===== src/rtl/ps2_pkg.sv =====
// PS/2 keyboard receiver shared constants and types.
package ps2_pkg;

  localparam int unsigned PS2_FRAME_LEN  = 11;
  localparam logic [7:0]  PS2_BREAK_CODE = 8'hF0;
  localparam logic [7:0]  PS2_EXT_PREFIX = 8'hE0;
  localparam int unsigned PS2_FIFO_DEPTH = 8;

  // Bit counter value when the stop bit is on the wire.
  localparam logic [3:0]  PS2_LAST_BIT   = 4'(PS2_FRAME_LEN - 1);

  typedef logic [7:0] ps2_byte_t;

endpackage


===== src/rtl/ps2_keyboard_if.sv =====
// Received-byte handshake between the PS/2 receiver (master) and its consumer (slave).
interface ps2_keyboard_if;
  import ps2_pkg::*;

  ps2_byte_t data;
  logic      ready;
  logic      nextdata_n;
  logic      overflow;

  modport master (output data, output ready, output overflow, input nextdata_n);
  modport slave  (input data, input ready, input overflow, output nextdata_n);

endinterface


===== src/rtl/ps2_rx_fifo.sv =====
// Received-byte FIFO: combinational head read, extra pointer bit separates full from empty.
module ps2_rx_fifo
  import ps2_pkg::*;
#(
  parameter int unsigned DEPTH = PS2_FIFO_DEPTH
) (
  input  logic      clk,
  input  logic      rst,
  input  logic      push,
  input  ps2_byte_t wdata,
  input  logic      pop,
  output ps2_byte_t rdata,
  output logic      empty,
  output logic      full
);

  localparam int unsigned AW = $clog2(DEPTH);

  logic [AW:0] wr_ptr;
  logic [AW:0] rd_ptr;
  ps2_byte_t   mem [DEPTH];
  logic        do_push;
  logic        do_pop;

  always_comb begin
    empty   = (wr_ptr == rd_ptr);
    full    = (wr_ptr[AW] != rd_ptr[AW]) && (wr_ptr[AW-1:0] == rd_ptr[AW-1:0]);
    do_push = push && !full;
    do_pop  = pop && !empty;
    rdata   = mem[rd_ptr[AW-1:0]];
  end

  always_ff @(posedge clk) begin
    if (rst) begin
      wr_ptr <= '0;
      rd_ptr <= '0;
    end else begin
      if (do_push) wr_ptr <= wr_ptr + (AW+1)'(1);
      if (do_pop)  rd_ptr <= rd_ptr + (AW+1)'(1);
    end
  end

  always_ff @(posedge clk) begin
    if (do_push) mem[wr_ptr[AW-1:0]] <= wdata;
  end

endmodule


===== src/rtl/ps2_keyboard.sv =====
// PS/2 keyboard receiver: synchronises ps2_clk, deserialises 11-bit frames into a byte FIFO.
// Define PS2_PARITY_CHECK_EN to also reject frames with bad odd parity.
module ps2_keyboard
  import ps2_pkg::*;
#(
  parameter int unsigned FIFO_DEPTH = PS2_FIFO_DEPTH
) (
  input  logic           clk,
  input  logic           clrn,
  input  logic           ps2_clk,
  input  logic           ps2_data,
  ps2_keyboard_if.master kbd
);

  logic [2:0] ps2_clk_sync;
  logic [9:0] frame;
  logic [3:0] count;
  logic       overflow_q;
  logic       fall;
  logic       frame_done;
  logic       frame_ok;
  logic       fifo_full;
  logic       fifo_empty;
  ps2_byte_t  fifo_rdata;

  always_comb begin
    fall       = ps2_clk_sync[2] && !ps2_clk_sync[1];
    frame_done = fall && (count == PS2_LAST_BIT);
    // Stop bit is judged straight off the wire; it is never stored in frame.
`ifdef PS2_PARITY_CHECK_EN
    frame_ok   = !frame[0] && ps2_data && (^frame[9:1]);
`else
    frame_ok   = !frame[0] && ps2_data;
`endif
  end

`ifndef PS2_PARITY_CHECK_EN
  logic unused_parity;
  assign unused_parity = frame[9];
`endif

  always_ff @(posedge clk) begin
    if (clrn) begin
      ps2_clk_sync <= '1;
      frame        <= '0;
      count        <= '0;
      overflow_q   <= 1'b0;
    end else begin
      ps2_clk_sync <= {ps2_clk_sync[1:0], ps2_clk};
      if (fall) begin
        if (count == PS2_LAST_BIT) begin
          count <= '0;
          if (frame_ok && fifo_full) overflow_q <= 1'b1;
        end else begin
          frame[count] <= ps2_data;
          count        <= count + 4'd1;
        end
      end
    end
  end

  ps2_rx_fifo #(
    .DEPTH (FIFO_DEPTH)
  ) u_fifo (
    .clk   (clk),
    .rst   (clrn),
    .push  (frame_done && frame_ok),
    .wdata (frame[8:1]),
    .pop   (!kbd.nextdata_n),
    .rdata (fifo_rdata),
    .empty (fifo_empty),
    .full  (fifo_full)
  );

  always_comb begin
    kbd.data     = fifo_rdata;
    kbd.ready    = !fifo_empty;
    kbd.overflow = overflow_q;
  end

endmodule


===== src/flat_wrapper.sv =====
// flat-port wrapper written by rule: the top's interface ports become plain ports
module ps2_keyboard_flat import ps2_pkg::*;
#(
  parameter int unsigned FIFO_DEPTH = PS2_FIFO_DEPTH
)
  (clk, clrn, ps2_clk, ps2_data, kbd_data, kbd_ready, kbd_overflow, kbd_nextdata_n);
  ps2_keyboard_if kbd_i ();
  input  logic clk;
  input  logic clrn;
  input  logic ps2_clk;
  input  logic ps2_data;
  output wire logic [$bits(kbd_i.data)-1:0] kbd_data;
  output wire logic [$bits(kbd_i.ready)-1:0] kbd_ready;
  output wire logic [$bits(kbd_i.overflow)-1:0] kbd_overflow;
  input wire logic [$bits(kbd_i.nextdata_n)-1:0] kbd_nextdata_n;
  assign kbd_data = kbd_i.data;
  assign kbd_ready = kbd_i.ready;
  assign kbd_overflow = kbd_i.overflow;
  assign kbd_i.nextdata_n = kbd_nextdata_n;
  ps2_keyboard #(.FIFO_DEPTH(FIFO_DEPTH)) u_core (.clk(clk), .clrn(clrn), .ps2_clk(ps2_clk), .ps2_data(ps2_data), .kbd(kbd_i));
endmodule

===== config.mk =====
export PLATFORM = sky130hd
export DESIGN_NAME = ps2_keyboard_flat
export DESIGN_NICKNAME = d
export VERILOG_FILES = /design/src/rtl/ps2_pkg.sv /design/src/rtl/ps2_keyboard_if.sv /design/src/rtl/ps2_rx_fifo.sv /design/src/rtl/ps2_keyboard.sv /design/src/flat_wrapper.sv
export SDC_FILE = /design/constraint.sdc
export NUM_CORES = 1
export LEC_CHECK = 0
export CAP_MARGIN = 0
export CORE_MARGIN = 3
export CORE_UTILIZATION = 43
export CTS_BUF_LIST = sky130_fd_sc_hd__clkbuf_4 sky130_fd_sc_hd__clkbuf_8 sky130_fd_sc_hd__clkbuf_16
export DETAILED_ROUTE_END_ITERATION = 7
export GPL_ROUTABILITY_DRIVEN = 0
export SLEW_MARGIN = 20
export SYNTH_ARGS = -nofsm -noshare
export SYNTH_HDL_FRONTEND = slang
export SYNTH_HIERARCHICAL = 1
export SYNTH_SLANG_ARGS = --single-unit

===== constraint.sdc =====
create_clock -name clk -period 5.8 [get_ports clk]
set_input_delay 1.16 -clock clk [delete_from_list [all_inputs] [get_ports clk]]
set_output_delay 1.16 -clock clk [all_outputs]
set_load 0.01 [all_outputs]

==> results.yml <==
status:
  status: "finished clean"
sta:
  setup_tns_ps: 0
  layout_setup_ws_ps: 2227
  fmax_ghz: 0.2799
  final-max-slew-violation-count: 0
  tightest_slew_ps: 1005
  final_hold_viol_count: 0
  slew_headroom: 0.3241
  setup_viol: 0
  rsz0062_at_grt: "no"
  finalClockSkew_ps: 6.691
  period_share: 0.6161
  finalCriticalPeriod_ps: 3573
finish:
  antenna_cells: 0
  final_layout_size_suffix_gt1_frac: 0.2429
  fin_util: 0.5041
  fin_area_um2: 4461
  syn2layout_area_growth_pct: 12.25
  final_nets: 282
clocking:
  worst_setup_hold_path_clk_slew_ps: 80
  hold_buffers: 0
  clock_path_buffers: 2
  cts.sinks: 92
  htreeDepth: 3
  cts_root_buf: "clkbuf_8"
  cts_setup_buffers: 0
  clock_latency_ps: 340
  cts_tree: "done"
  numCtsBuffers: 9
  cts_resized: 0
run:
  maxCapViolCount: 0
worst_setup_path:
  cp.arrival_ps: 2410
  worstSetupPathType: "flop to output pin"
  cp-start-kind: "flop"
  r2r_start: "u_core/u_fifo/wr_ptr[1]"
  endpoint_kind: "output pin"
  critPathRequiredTime_ps: 4640
  crit_chain: "mux4_2, mux2_2, clkdlybuf4s50_1"
  critPathMaxStageDelay_ps: 720
  worstPathMaxFanout: 16
  slowest_stage: "dfxtp_2"
logic_synthesis:
  synthFlopType: "edfxtp_1"
  synth_xor_area_frac: 0.01984
  yosys_warnings: 6
  synth_top_family_by_area: "multiplexers"
  synth_compound_area_frac: 0.02834
  synthDistinctLibCells: 47
  ys_ff_latch: 92
  synthMuxAreaShare: 0.1659
  ys_seq_area_frac: 0.6247
  yosys.area_share.simple: 0.1278
  async_reset_ff_frac: 0
  syn_area_um2: 3974
  syn_inst: 259
  syn_area_per_cell_um2: 15.34
  synth-adder-area-share: 0.006297
  syn_nets: 266
  synth_edf_count: 64
floorplan:
  placementRows: 34
  initial_core_util: 0.4491
  core_area_um2: 8848
  ioPinCount: 15
  die_y_um: 102.1
  die_area_um2: 10430
  dieWidth_um: 102.1
placed_design:
  pre_cts_ws_ps: 2274
  port_buffers: 14
  hpwl_um: 4525
  dpl_cell_area_um2: 4247
global_routing:
  grt_pass1_wl_um: 11070
  grt_max_degree: 25
  grt_pass1_vias: 2075
  gr-total-overflow: 0
  antenna_found_initial: 0
  grt_usage: 0.1441
route:
  drtIter0Drc: 62
  routedWlPerCell_um: 17.47
  ant_nets: 0
  drc: 0
  wl_um: 6777
  first_pass_iters: 4
  num_vias: 2101
  avgViaCountPerCell: 5.415
power:
  power_density_nw_per_um2: 263.0
  power_frac_clock: 0.388
  pwr-share-comb: 0.016
  p_leak_nw: 1.548
  ir_drop_mv: 0.1198
  p_sw_mw: 0.2279
  p_sw_frac: 0.1942
  p_seq_frac: 0.596
  intPower_mw: 0.9453
hold_path:
  hp-class: "flop to flop"
  min-delay-start: "u_core/ps2_clk_sync[0]"
## critical path, delay by kind of cell (launching register included)
kind     cells  cell delay, ps
buf+inv      1             470
flops        1             720
mux          2             860
## path summary, 6_finish.rpt
path / endpoint / slack (ps) / depth (start not counted)
max: kbd_data[0] / 2230 / 3
min: u_core/ps2_clk_sync[1] / 420 / 1
max reg2reg: u_core/u_fifo/mem[7][4] / 3300 / 3
min reg2reg: u_core/ps2_clk_sync[1] / 420 / 1
## kinds of logic after synthesis
kind of cell / count (synthesis)
adders and majority gates: 2
AOI/OAI and AO/OA: 14
buffers and inverters: 20
muxes: 44
xor gates and xnor gates: 9
and+or+nand+nor: 78
DFF: 92
## per-layer routing
| metal | wire (um) | track usage |
|---|---|---|
| met5 | 0 | 0 |
| met1 | 3169 | 0.1955 |
| met3 | 208 | 0.02867 |
| met4 | 63 | 0.05449 |
| met2 | 3335 | 0.2309 |
## placed cells by master (no fill, tap or decap), types with 7 or more instances in the layout
master / count
nor2_1: 9
mux4_2: 16
clkbuf_8: 9
mux2i_1: 13
nand2_1: 9
nand2b_1: 17
buf_4: 7
mux2_2: 12
clkdlybuf4s50_1: 14
edfxtp_1: 64
dfxtp_1: 27
nor2b_1: 9
## Yosys cell counts, drive strengths merged (3+ instances only)
master,n,area share
a21oi,4,0.0050
and4bb,3,0.010
nor4b,4,0.013
buf,11,0.018
xnor2,4,0.0088
mux2,15,0.043
nand2b,17,0.027
nand3,6,0.0088
mux4,16,0.091
clkbuf,5,0.0057
inv,4,0.0038
mux2i,13,0.033
xor2,5,0.011
or2,4,0.0063
edfxtp,64,0.48
nor3,3,0.0038
nor2,9,0.0085
dfxtp,28,0.14
nor2b,9,0.014
nand2,9,0.0085
a41oi,3,0.0066
nor4,3,0.0063
## power by group through the flow
stage	sequential (mW)	combinational, mW	clock (mW)
after global routing	0.699	0.0211	0.499
after floorplan	0.711	0.0168	0
final	0.699	0.0188	0.456
after detailed placement	0.714	0.0190	0
after CTS	0.699	0.0191	0.468
after global placement	0.714	0.0190	0
## registers in the layout, summed over array words and instances, names as in the netlist, named ones only
name	flops
u_core/u_fifo/mem	64
u_core/frame	9
u_core/count	4
u_core/u_fifo/rd_ptr	4
u_core/u_fifo/wr_ptr	4
u_core/ps2_clk_sync	3
u_core/kbd.overflow	1
## area by class of cell
| cell class | count | area, um2 |
|---|---|---|
| fillers | 763 | 4388 |
| flip-flops and latches | 92 | 2484 |
| multi-input cells | 147 | 1420 |
| repair buffers | 21 | 192.7 |
| well taps | 108 | 135.1 |
| clock buffers | 9 | 123.9 |
| clock inverters | 7 | 90.09 |
| inverters | 4 | 15.01 |
## metrics by stage
stage               std cells  total power [mW]  hold slack, ps
floorplan                 259            0.7278           389.5
global route              388             1.219           436.9
detailed placement        372            0.7330           397.4
finish                    388             1.173           415.5
global placement          371            0.7329           393.7
CTS                       388             1.186           420.0
Note: power is estimated with default switching activity, not from simulation.
